--- config.mk ---
export PLATFORM = sky130hd
export DESIGN_NAME = seven_segment_arbiter_flat
export DESIGN_NICKNAME = d
export VERILOG_FILES = /design/src/rtl/seven_segment_pkg.sv /design/src/rtl/seven_segment_if.sv /design/src/rtl/seven_segment_lz_mask.sv /design/src/rtl/seven_segment_arbiter.sv /design/src/flat_wrapper.sv
export SDC_FILE = /design/constraint.sdc
export NUM_CORES = 1
export LEC_CHECK = 0
export CAP_MARGIN = 5
export CORE_MARGIN = 2
export CORE_UTILIZATION = 40
export CTS_CLUSTER_DIAMETER = 120
export DETAILED_ROUTE_END_ITERATION = 6
export GPL_TIMING_DRIVEN = 1
export PLACE_DENSITY = 0.91
export SKIP_CTS_REPAIR_TIMING = 1
export SYNTH_ARGS = -nofsm -noshare
export SYNTH_HDL_FRONTEND = slang
export SYNTH_SLANG_ARGS = --single-unit
--- constraint.sdc ---
create_clock -name clk -period 2.2 [get_ports clk]
set_input_delay 0.66 -clock clk [delete_from_list [all_inputs] [get_ports clk]]
set_output_delay 0.66 -clock clk [all_outputs]
set_load 0.02 [all_outputs]
--- src/rtl/seven_segment_pkg.sv ---
// Shared types for the seven-segment display arbiter: owner encodings,
// digit geometry and the registered display frame.
package seven_segment_pkg;

  localparam int NIB_W      = 4;
  localparam int NUM_DIGITS = 4;
  localparam int VAL_W      = NIB_W * NUM_DIGITS;

  // Owner encoding doubles as the one-hot gnt value.
  typedef enum logic [1:0] {
    GNT_IDLE = 2'b00,
    GNT_0    = 2'b01,
    GNT_1    = 2'b10
  } gnt_e;

  // One display frame as handed to the segment controller.
  typedef struct packed {
    logic [NUM_DIGITS-1:0][NIB_W-1:0] num;
    logic [NUM_DIGITS-1:0]            dots;
    logic [NUM_DIGITS-1:0]            en;
  } frame_t;

endpackage

--- src/rtl/seven_segment_if.sv ---
// Requester/display bundle between the two requesters and the arbiter.
// master: the requester side; slave: the arbiter.
interface seven_segment_if;
  import seven_segment_pkg::*;

  logic [1:0]            req;
  logic [VAL_W-1:0]      val0;
  logic [VAL_W-1:0]      val1;
  logic [NUM_DIGITS-1:0] dots0;
  logic [NUM_DIGITS-1:0] dots1;
  logic [NUM_DIGITS-1:0] en0;
  logic [NUM_DIGITS-1:0] en1;

  logic [1:0]            gnt;
  logic [NIB_W-1:0]      num0, num1, num2, num3;
  logic                  dot0, dot1, dot2, dot3;
  logic [NUM_DIGITS-1:0] dgt_en;

  modport master (
    output req, val0, val1, dots0, dots1, en0, en1,
    input  gnt, num0, num1, num2, num3, dot0, dot1, dot2, dot3, dgt_en
  );

  modport slave (
    input  req, val0, val1, dots0, dots1, en0, en1,
    output gnt, num0, num1, num2, num3, dot0, dot1, dot2, dot3, dgt_en
  );

endinterface

--- src/rtl/seven_segment_lz_mask.sv ---
// Leading-zero blanking mask: scanning from the top digit down, enables are
// cleared until the first nonzero digit. Digit 0 always stays enabled so a
// value of zero still shows a single "0".
module seven_segment_lz_mask
  import seven_segment_pkg::*;
(
  input  logic [VAL_W-1:0]      val,
  output logic [NUM_DIGITS-1:0] mask
);

  logic [NUM_DIGITS-1:0][NIB_W-1:0] dig;
  logic                             seen;

  assign dig = val;

  // Sticky "nonzero seen" from the top digit down.
  always_comb begin
    mask = '0;
    seen = 1'b0;
    for (int i = NUM_DIGITS - 1; i > 0; i--) begin
      seen    = seen | (dig[i] != '0);
      mask[i] = seen;
    end
    mask[0] = 1'b1;
  end

endmodule

--- src/rtl/seven_segment_arbiter.sv ---
// Two-requester arbiter for the shared 4-digit seven-segment display.
// Round-robin on contention, HOLD_CYCLES minimum ownership before
// pre-emption, registered owner frame, blank display when idle.
// Optional leading-zero blanking is built when DISP_LZ_BLANK_EN is defined.
module seven_segment_arbiter
  import seven_segment_pkg::*;
#(
  parameter int HOLD_CYCLES = 16
) (
  input  logic           clk,
  input  logic           rst_n,
  seven_segment_if.slave bus
);

  localparam int            HC_W     = $clog2(HOLD_CYCLES + 1);
  localparam logic [HC_W-1:0] HOLD_MAX = HC_W'(HOLD_CYCLES - 1);

  gnt_e            state, state_nxt;
  logic [HC_W-1:0] hold_cnt;
  logic            last_owner;
  frame_t          frame, frame_d;
  logic [NUM_DIGITS-1:0] en_mask;

  // Grant state, hold counter and round-robin pointer.
  always_ff @(posedge clk or negedge rst_n) begin
    if (!rst_n) begin
      state      <= GNT_IDLE;
      hold_cnt   <= '0;
      last_owner <= 1'b1;
    end else begin
      state <= state_nxt;
      if (state_nxt != state) hold_cnt <= '0;
      else if (hold_cnt != HOLD_MAX) hold_cnt <= hold_cnt + 1'b1;
      if (state_nxt != state && state_nxt == GNT_0) last_owner <= 1'b0;
      if (state_nxt != state && state_nxt == GNT_1) last_owner <= 1'b1;
    end
  end

  // Next owner: direct handover on release, pre-emption once hold expires.
  always_comb begin
    state_nxt = state;
    case (state)
      GNT_IDLE: begin
        case (bus.req)
          2'b01:   state_nxt = GNT_0;
          2'b10:   state_nxt = GNT_1;
          2'b11:   state_nxt = last_owner ? GNT_0 : GNT_1;
          default: state_nxt = GNT_IDLE;
        endcase
      end
      GNT_0: begin
        if (!bus.req[0])                          state_nxt = bus.req[1] ? GNT_1 : GNT_IDLE;
        else if (bus.req[1] && hold_cnt == HOLD_MAX) state_nxt = GNT_1;
      end
      GNT_1: begin
        if (!bus.req[1])                          state_nxt = bus.req[0] ? GNT_0 : GNT_IDLE;
        else if (bus.req[0] && hold_cnt == HOLD_MAX) state_nxt = GNT_0;
      end
      default: state_nxt = GNT_IDLE;
    endcase
  end

`ifdef DISP_LZ_BLANK_EN
  logic [VAL_W-1:0] own_val;
  assign own_val = (state == GNT_1) ? bus.val1 : bus.val0;

  seven_segment_lz_mask u_lz_mask (
    .val  (own_val),
    .mask (en_mask)
  );
`else
  assign en_mask = '1;
`endif

  // Frame source follows the current owner, so the grant-changing edge
  // still captures the outgoing owner's data and frames never mix owners.
  always_comb begin
    frame_d = '0;
    case (state)
      GNT_0: begin
        frame_d.num  = bus.val0;
        frame_d.dots = bus.dots0;
        frame_d.en   = bus.en0 & en_mask;
      end
      GNT_1: begin
        frame_d.num  = bus.val1;
        frame_d.dots = bus.dots1;
        frame_d.en   = bus.en1 & en_mask;
      end
      default: frame_d = '0;
    endcase
  end

  // Registered display frame.
  always_ff @(posedge clk or negedge rst_n) begin
    if (!rst_n) frame <= '0;
    else        frame <= frame_d;
  end

  assign bus.gnt    = state;
  assign bus.num0   = frame.num[0];
  assign bus.num1   = frame.num[1];
  assign bus.num2   = frame.num[2];
  assign bus.num3   = frame.num[3];
  assign bus.dot0   = frame.dots[0];
  assign bus.dot1   = frame.dots[1];
  assign bus.dot2   = frame.dots[2];
  assign bus.dot3   = frame.dots[3];
  assign bus.dgt_en = frame.en;

  gnt_onehot_a: assert property (@(posedge clk) disable iff (!rst_n) bus.gnt != 2'b11);

endmodule

--- src/flat_wrapper.sv ---
// flat-port wrapper written by rule: the top's interface ports become plain ports
module seven_segment_arbiter_flat import seven_segment_pkg::*;
#(
  parameter int HOLD_CYCLES = 16
)
  (clk, rst_n, bus_req, bus_val0, bus_val1, bus_dots0, bus_dots1, bus_en0, bus_en1, bus_gnt, bus_num0, bus_num1, bus_num2, bus_num3, bus_dot0, bus_dot1, bus_dot2, bus_dot3, bus_dgt_en);
  seven_segment_if bus_i ();
  input  logic clk;
  input  logic rst_n;
  input wire logic [$bits(bus_i.req)-1:0] bus_req;
  input wire logic [$bits(bus_i.val0)-1:0] bus_val0;
  input wire logic [$bits(bus_i.val1)-1:0] bus_val1;
  input wire logic [$bits(bus_i.dots0)-1:0] bus_dots0;
  input wire logic [$bits(bus_i.dots1)-1:0] bus_dots1;
  input wire logic [$bits(bus_i.en0)-1:0] bus_en0;
  input wire logic [$bits(bus_i.en1)-1:0] bus_en1;
  output wire logic [$bits(bus_i.gnt)-1:0] bus_gnt;
  output wire logic [$bits(bus_i.num0)-1:0] bus_num0;
  output wire logic [$bits(bus_i.num1)-1:0] bus_num1;
  output wire logic [$bits(bus_i.num2)-1:0] bus_num2;
  output wire logic [$bits(bus_i.num3)-1:0] bus_num3;
  output wire logic [$bits(bus_i.dot0)-1:0] bus_dot0;
  output wire logic [$bits(bus_i.dot1)-1:0] bus_dot1;
  output wire logic [$bits(bus_i.dot2)-1:0] bus_dot2;
  output wire logic [$bits(bus_i.dot3)-1:0] bus_dot3;
  output wire logic [$bits(bus_i.dgt_en)-1:0] bus_dgt_en;
  assign bus_i.req = bus_req;
  assign bus_i.val0 = bus_val0;
  assign bus_i.val1 = bus_val1;
  assign bus_i.dots0 = bus_dots0;
  assign bus_i.dots1 = bus_dots1;
  assign bus_i.en0 = bus_en0;
  assign bus_i.en1 = bus_en1;
  assign bus_gnt = bus_i.gnt;
  assign bus_num0 = bus_i.num0;
  assign bus_num1 = bus_i.num1;
  assign bus_num2 = bus_i.num2;
  assign bus_num3 = bus_i.num3;
  assign bus_dot0 = bus_i.dot0;
  assign bus_dot1 = bus_i.dot1;
  assign bus_dot2 = bus_i.dot2;
  assign bus_dot3 = bus_i.dot3;
  assign bus_dgt_en = bus_i.dgt_en;
  seven_segment_arbiter #(.HOLD_CYCLES(HOLD_CYCLES)) u_core (.clk(clk), .rst_n(rst_n), .bus(bus_i));
endmodule
==> results of run 1 <==
## flip-flops by register name (all words and copies together), names as in the netlist
register / cells
u_core.bus.dot0: 1
u_core.hold_cnt: 5
u_core.bus.gnt: 2
u_core.bus.dgt_en: 4
u_core.bus.dot3: 1
u_core.bus.num3: 4
u_core.last_owner: 1
u_core.bus.num1: 4
u_core.bus.dot1: 1
u_core.bus.num2: 4
u_core.bus.num0: 4
u_core.bus.dot2: 1
## cell families (layout without fill, tap and decap cells)
| family | after synthesis | after routing | share of synthesized area (%) |
|---|---|---|---|
| flops | 32 | 32 | 51.5 |
| compound gates | 37 | 37 | 19.6 |
| buf+inv | 15 | 98 | 4.42 |
| xor+xnor | 4 | 4 | 2.73 |
| fa+ha+maj | 6 | 6 | 4.82 |
| simple gates | 43 | 43 | 16.3 |
| mux | 1 | 1 | 0.643 |
## routing by layer
metal  up-vias  routed length (um)
li1        651                   -
met1       609                1360
met2        62                1920
met5         -                   0
met3         5                 275
met4         0                  42
## how the worst min path moves through the flow
| stage | from | cells after the start | end | slack, ps |
|---|---|---|---|---|
| floorplan | rst_n | 0 | u_core.bus.dgt_en[0] | 360 |
| global placement | u_core.last_owner | 2 | u_core.last_owner | 530 |
| detailed placement | u_core.last_owner | 2 | u_core.last_owner | 560 |
| CTS | u_core.last_owner | 2 | u_core.last_owner | 570 |
| global route | u_core.hold_cnt[2] | 2 | u_core.hold_cnt[2] | 600 |
| finish | u_core.hold_cnt[4] | 2 | u_core.hold_cnt[4] | 580 |
## per-stage QoR
stage	setup WS, ps	util, %	cell area [um2]
after floorplan	296	-	1560
after global placement	44.0	64.4	2390
after detailed placement	-84.1	64.4	2390
after CTS	81.2	66.9	2480
after global routing	41.6	67.0	2490
final	80.4	67.0	2490
## Yosys cell counts, types with 2 or more instances
cell      instances  share of area (%)
a21oi_1           3               0.96
a22oi_1          24                 12
a32oi_1           2                1.1
clkbuf_1          5                1.2
dfrtp_1          31                 50
ha_1              6                4.8
inv_1             6                1.4
nand2_1           2               0.48
nand2b_1          5                2.0
nor2_1            2               0.48
nor2b_1          25                 10
nor3_1            6                1.9
xor2_1            2                1.1
## area by class of cell
class | count | area share (%)
inverter | 6 | 0.905
tap | 48 | 2.41
clock buffer | 8 | 3.62
timing repair buffer | 84 | 33.1
multi-input combinational | 91 | 27.8
sequential | 32 | 32.2
## worst reg2reg max path, cell delays in order (launching register included)
cell and delay (ps):
dfrtp_1 400, ha_1 220, and3_1 180, ha_1 240
nand2b_1 180, a22oi_2 160, o32a_4 210, o22ai_1 100
a211oi_2 250
## power by group through the flow
stage	Clock, W	Sequential, W	Combinational, W
final	0.000448	0.000867	0.00153
after global routing	0.000487	0.000886	0.00167
after CTS	0.000463	0.000868	0.00154
after detailed placement	0	0.000880	0.00153
after global placement	0	0.000870	0.00149
after floorplan	0	0.00108	0.000706
==> metrics.cfg, run 1 <==
[global_routing]
grt_max_degree = 33
antenna_found_initial = 0
gr-total-overflow = 0
gr-usage-met1_pct = 19.8
grt_pass1_vias = 1368
grt_first_pass_wirelength_um = 5990
grtUsageMet3_pct = 5.28
grtUsageTotal_pct = 18.3
grt_busiest_layer = met2
grt_use_met2_pct = 33.3

[sta]
post-route-period-util_pct = 96.3
hold_viol = 0
finalSetupViolCount = 0
clock.fmax_mhz = 472
skew_ps = 3.43
tns_ps = 0
tightest_slew_ps = 535
fin_crit_ps = 2120
rsz0062_at_grt = false
maxSlewHeadroom_pct = 64.4
hold_slack_ps = 576
drv_slew = 0

[final_layout]
final_cells = 269
fin_nets = 278
fillers = 288
n_antenna_cell = 0
register_area_um2 = 802
multiInputGateArea_um2 = 692
final_layout_size_suffix_gt1_share_pct = 9.05
layout_commonest_cell = clkdlybuf4s50_1
syn_to_final_growth_pct = 59.8
final_cell_mix = clkdlybuf4s50_1 (77), dfrtp_1 (31), nor2b_1 (25), a22oi_1 (24), buf_4 (7)

[power]
fin_total_pwr_w = 0.00284
power_density_mw_per_mm2 = 1140
seq_power_share_pct = 30.5
p_leak_nw = 1.03
p_clk_share_pct = 15.8
combPwrFrac_pct = 53.7
internal_power_w = 0.00180
ir_worst_vdd_v = 0.000527
switchingPower_w = 0.00105
switching_share_pct = 36.8

[yosys]
synthDistinctLibCells = 32
syn_avg_cell_area_um2 = 11.3
synth_area_mm2 = 0.00156
syn_inst = 138
synth_seq_cells = 32
synth_seq_area_share_pct = 51.5
synth_edf_count = 0
yosys_warnings = 0
async_reset_ff_share_pct = 100
ys.flop_type = dfrtp_1
syn_nets = 196

[cts]
cts_tree = built
clk_latency_ps = 270
clock_path_buffers = 2
root_buffer = clkbuf_8
cts.htree.levels = 2
clkTransAtPathRegs_ps = 60
numCtsBuffers = 5
cts_sinks = 32

[placement]
port_buffers = 77
gp_congestion = 0.847
dp_cells = 261
dpl.hpwl_um = 2790

[die]
pin_count = 78
die_w_um = 66.4
dieArea_mm2 = 0.00441
die_h_um = 66.4
start_util_pct = 41.9
core_area_mm2 = 0.00372
rows = 22

[worst_setup_path]
critPathTopFamily = buffers and inverters
crit_chain = clkdlybuf4s50_1
required_ps = 1540
endpoint = bus_gnt[0]
cpPeakStageDelay_ps = 670
r2r_start = u_core.hold_cnt[0]
reg2regPathDepth = 8
cp-start-kind = flop
cp.buffers_inverters = 1
worstSetupPathType = flop to output port
cp-end-kind = output port
worst-path-stages = 1
cp_data_arrival_time_ps = 1460
r2r-end = u_core.last_owner
crit_start = u_core.bus.gnt[0]
crit_fanout = 7
r2r_slack_ps = 170
cp_slowest_cell = clkdlybuf4s50_1

[outcome]
outcome = complete, no violations

[detailed_routing]
ant_nets = 0
remaining_drc_errors = 0
vias = 1327
via_per_inst = 4.93
drt_iter0_drc = 39
firstDrtPassIters = 4
routedWlPerCell_um = 13.4
routed_wirelength_um = 3600

[job]
drv_cap = 0

[hold_path]
hp-class = flop to flop

No activity file was read; power rests on OpenSTA's default activity.
==> inputs of run 2 (changes only) <==
--- a/config.mk
+++ b/config.mk
@@ -9,9 +9,11 @@
 export CORE_MARGIN = 2
 export CORE_UTILIZATION = 40
 export CTS_CLUSTER_DIAMETER = 120
+export CTS_CLUSTER_SIZE = 14
 export DETAILED_ROUTE_END_ITERATION = 6
 export GPL_TIMING_DRIVEN = 1
-export PLACE_DENSITY = 0.91
+export HOLD_SLACK_MARGIN = 0.12
+export PLACE_DENSITY = 0.8
 export SKIP_CTS_REPAIR_TIMING = 1
 export SYNTH_ARGS = -nofsm -noshare
 export SYNTH_HDL_FRONTEND = slang
==> run 2 against run 1 <==
Effect of this change: power about the same; register-to-register slack worse by 20 ps; non-clock buffer count unchanged; flip-flop and latch count unchanged; worst setup slack worse by 3.8 ps; cell area down 0.10%; cell count unchanged; die area unchanged; first-iteration DRC count up 28%.
==> metrics.cfg, run 2 (synthesis results as in run 1) <==
[outcome]
outcome = complete, no violations

[sta]
maxSlewHeadroom_pct = 62.1
tightest_slew_ps = 569
fin_crit_ps = 2120
rsz0062_at_grt = false
clock.fmax_mhz = 471
final.setup.worst_slack_ps = 76.6
hold_viol = 0
tns_ps = 0
skew_ps = 2.55
drv_slew = 0
finalSetupViolCount = 0
post-route-period-util_pct = 96.5

[job]
drv_cap = 0

[die]
rows = 22
pin_count = 78
die_h_um = 66.4
core_area_mm2 = 0.00372
dieArea_mm2 = 0.00441
start_util_pct = 41.9
die_w_um = 66.4

[placement]
place_area_mm2 = 0.00239
dpl.hpwl_um = 2930
pre_cts_ws_ps = -73.5
port_buffers = 77
gp_congestion = 0.747
dp_cells = 261

[detailed_routing]
routedWlPerCell_um = 14.3
routed_wirelength_um = 3840
remaining_drc_errors = 0
via_per_inst = 5.16
drt_iter0_drc = 50
firstDrtPassIters = 4
vias = 1388
ant_nets = 0

[worst_setup_path]
crit_start = u_core.bus.gnt[0]
crit_fanout = 7
cp_data_arrival_time_ps = 1460
cp.buffers_inverters = 1
required_ps = 1540
critPathTopFamily = buffers and inverters
cpPeakStageDelay_ps = 670
r2r_start = u_core.hold_cnt[0]
cp-end-kind = output port
cp-start-kind = flop
worstSetupPathType = flop to output port
cp_slowest_cell = clkdlybuf4s50_1
crit_chain = clkdlybuf4s50_1

[hold_path]
min_from = u_core.last_owner
hp-class = flop to flop

[cts]
cts_tree = built
cts_sinks = 32
clkTransAtPathRegs_ps = 60
clock_path_buffers = 2
clk_latency_ps = 280
cts.htree.levels = 2
numCtsBuffers = 5
root_buffer = clkbuf_8

[final_layout]
register_area_um2 = 802
syn_to_final_growth_pct = 59.7
top_register = u_core.hold_cnt
final_layout_size_suffix_gt1_share_pct = 9.05
fillers = 300
n_antenna_cell = 0
multiInputGateArea_um2 = 689
largest_reg_flops = 5
final_cell_mix = clkdlybuf4s50_1 (77), dfrtp_1 (31), nor2b_1 (25), a22oi_1 (24), buf_4 (7)
final_cells = 269
fin_nets = 278
layout_commonest_cell = clkdlybuf4s50_1
final_area_mm2 = 0.00249

[power]
ir_worst_vdd_v = 0.000712
p_clk_share_pct = 15.8
power_density_mw_per_mm2 = 1140
seq_power_share_pct = 30.9
switching_share_pct = 37.0
fin_total_pwr_w = 0.00284
p_leak_nw = 1.03
combPwrFrac_pct = 53.3
switchingPower_w = 0.00105
internal_power_w = 0.00179

[global_routing]
grt_pass1_vias = 1426
antenna_found_initial = 0
gr-total-overflow = 0
grtUsageTotal_pct = 19.4
grt_first_pass_wirelength_um = 6380
grt_max_degree = 33

## run 2: final cells by class
cell class / instances / share of cell area [%]
Sequential cell: 32 / 32.2
Clock buffer: 8 / 3.62
Timing Repair Buffer: 84 / 33.1
Inverter: 6 / 0.905
Multi-Input combinational cell: 91 / 27.7
Tap cell: 48 / 2.41
## run 2: tightest hold or removal path: cells and delay by family, from the launching register on
family          cells  cell delay [ps]
flops               1              380
compound gates      2              160
## run 2: per-stage QoR
stage          hold WS (ps)  utilization, %
2_1_floorplan           364               -
3_3_place_gp            532            64.4
3_5_place_dp            533            64.4
4_1_cts                 541            66.9
5_1_grt                 607            66.9
6_report                543            66.9
## run 2: path summary, 6_finish.rpt
kind / endpoint / slack, ps / cells past startpoint
worst max-delay path: bus_gnt[0] / 80 / 1
worst min-delay path: u_core.last_owner / 540 / 2
worst max register to register: u_core.hold_cnt[2] / 150 / 8
worst min register to register: u_core.last_owner / 540 / 2
max in group asynchronous: u_core.last_owner / 1120 / 2
min in group asynchronous: u_core.bus.gnt[1] / 770 / 2
## run 2: power by group through the flow
stage	Combinational, W	Sequential [W]	Clock, W
2_1_floorplan	0.000706	0.00108	0
3_3_place_gp	0.00149	0.000876	0
3_5_place_dp	0.00152	0.000888	0
4_1_cts	0.00153	0.000883	0.000468
6_report	0.00151	0.000878	0.000449
5_1_grt	0.00164	0.000904	0.000498
## run 2: routing by layer
layer	GRT usage (%)	part of all wire, %	vias up
met5	0	0	-
met4	5.87	1.1	0
met3	9.71	10	7
met2	32.5	51	52
met1	21.4	38	680
li1	-	-	649
==> inputs of run 3 (changes only) <==
--- a/config.mk
+++ b/config.mk
@@ -6,14 +6,15 @@
 export NUM_CORES = 1
 export LEC_CHECK = 0
 export CAP_MARGIN = 5
+export CELL_PAD_IN_SITES_DETAIL_PLACEMENT = 1
+export CELL_PAD_IN_SITES_GLOBAL_PLACEMENT = 1
 export CORE_MARGIN = 2
-export CORE_UTILIZATION = 40
+export CORE_UTILIZATION = 29
 export CTS_CLUSTER_DIAMETER = 120
-export CTS_CLUSTER_SIZE = 14
 export DETAILED_ROUTE_END_ITERATION = 6
 export GPL_TIMING_DRIVEN = 1
 export HOLD_SLACK_MARGIN = 0.12
-export PLACE_DENSITY = 0.8
+export PLACE_DENSITY_LB_ADDON = 0.1
 export SKIP_CTS_REPAIR_TIMING = 1
 export SYNTH_ARGS = -nofsm -noshare
 export SYNTH_HDL_FRONTEND = slang
==> run 3 against run 2 <==
Effect of this change: clock power grew 3%; critical endpoint unchanged; combinational power grew 3%; largest cell class unchanged; power grew 2.0%; fmax shrank 0.49%; via count shrank 2.4%; critical path type unchanged; wire length grew 14%; sequential power shrank 0.5%.
==> metrics.cfg, run 3 (synthesis results as in run 1) <==
[cts]
numCtsBuffers = 5
clk_latency_ps = 280
clkTransAtPathRegs_ps = 70
cts_sinks = 32
root_buffer = clkbuf_8
cts.htree.levels = 2
cts_tree = built
clock_path_buffers = 2

[final_layout]
final_area_mm2 = 0.00252
syn_to_final_growth_pct = 61.8
layout_commonest_cell = clkdlybuf4s50_1
n_antenna_cell = 0
largest_reg_flops = 5
top_register = u_core.hold_cnt
final_cell_mix = clkdlybuf4s50_1 (77), dfrtp_1 (31), nor2b_1 (25), a22oi_1 (24), buf_4 (7)
final_cells = 291
final_layout_size_suffix_gt1_share_pct = 9.95
fin_nets = 278

[sta]
post-route-period-util_pct = 97.0
tightest_slew_ps = 410
rsz0062_at_grt = false
maxSlewHeadroom_pct = 72.6
tns_ps = 0
hold_slack_ps = 580
hold_viol = 0
drv_slew = 0
fin_crit_ps = 2130
clock.fmax_mhz = 469
skew_ps = 4.72
finalSetupViolCount = 0

[worst_setup_path]
cpPeakStageDelay_ps = 670
cp-start-kind = flop
cp.buffers_inverters = 1
crit_start = u_core.bus.gnt[0]
required_ps = 1540
cp_data_arrival_time_ps = 1470
worstSetupPathType = flop to output port
critPathTopFamily = buffers and inverters
cp_slowest_cell = clkdlybuf4s50_1
r2r_start = u_core.hold_cnt[0]
crit_fanout = 7
crit_chain = clkdlybuf4s50_1
reg2regPathDepth = 8
worst-path-stages = 1
cp-end-kind = output port

[die]
dieArea_mm2 = 0.00597
die_h_um = 77.3
core_area_mm2 = 0.00514
rows = 26
die_w_um = 77.3
pin_count = 78
start_util_pct = 30.3

[hold_path]
min_from = u_core.last_owner
hp-class = flop to flop
worstHoldPathCells = 2

[global_routing]
grt_first_pass_wirelength_um = 7130
grt_max_degree = 33
antenna_found_initial = 0
grt_pass1_vias = 1512
gr-total-overflow = 0
grtUsageTotal_pct = 15.4

[detailed_routing]
ant_nets = 0
vias = 1354
via_per_inst = 4.65
drt_iter0_drc = 32
routed_wirelength_um = 4360
firstDrtPassIters = 4
remaining_drc_errors = 0
routedWlPerCell_um = 15.0

[job]
drv_cap = 0

[placement]
port_buffers = 77
dp_cells = 283
dpl.hpwl_um = 3440
place_area_mm2 = 0.00242
gp_congestion = 0.789

[power]
ir_worst_vdd_v = 0.000426
power_density_mw_per_mm2 = 1150
fin_total_pwr_w = 0.00290
p_leak_nw = 1.04

[outcome]
outcome = complete, no violations

-- run 3: power by group --
part	leakage (nW)	total [W]	switching (W)	internal, W
registers	0.432	0.000874	0.0000954	0.000778
logic	0.555	0.00156	0.000798	0.000764
clock network	0.0510	0.000461	0.000211	0.000249
total	1.04	0.00290	0.00110	0.00179
-- run 3: final timing paths --
| kind | endpoint | slack (ps) |
|---|---|---|
| setup / recovery | bus_gnt[0] | 70 |
| hold / removal | u_core.last_owner | 580 |
| setup reg to reg | u_core.hold_cnt[0] | 170 |
| hold reg to reg | u_core.last_owner | 580 |
| max in group asynchronous | u_core.last_owner | 1100 |
| min in group asynchronous | u_core.bus.num1[3] | 770 |
-- run 3: layout make-up --
class,instances,area (um2)
Fill cell,590,2620
Multi-Input combinational cell,91,692
Clock buffer,6,82.6
Timing Repair Buffer,84,823
Inverter,6,22.5
Tap cell,70,87.6
Clock inverter,2,10.0
Sequential cell,32,802
-- run 3: metal layers --
layer / part of all wire (%) / vias up / track usage [%] / wire, um
li1: - / 650 / - / -
met1: 37 / 653 / 15.6 / 1600
met2: 53 / 46 / 27.7 / 2300
met3: 9.5 / 5 / 7.18 / 413
met4: 0.87 / 0 / 5.36 / 38
met5: 0 / - / 0 / 0
-- run 3: through the flow --
stage	setup WS [ps]	util, %
finish	66.2	49.0
global route	3.51	49.0
CTS	42.8	48.9
detailed placement	-58.3	47.1
global placement	42.7	47.1
floorplan	296	-
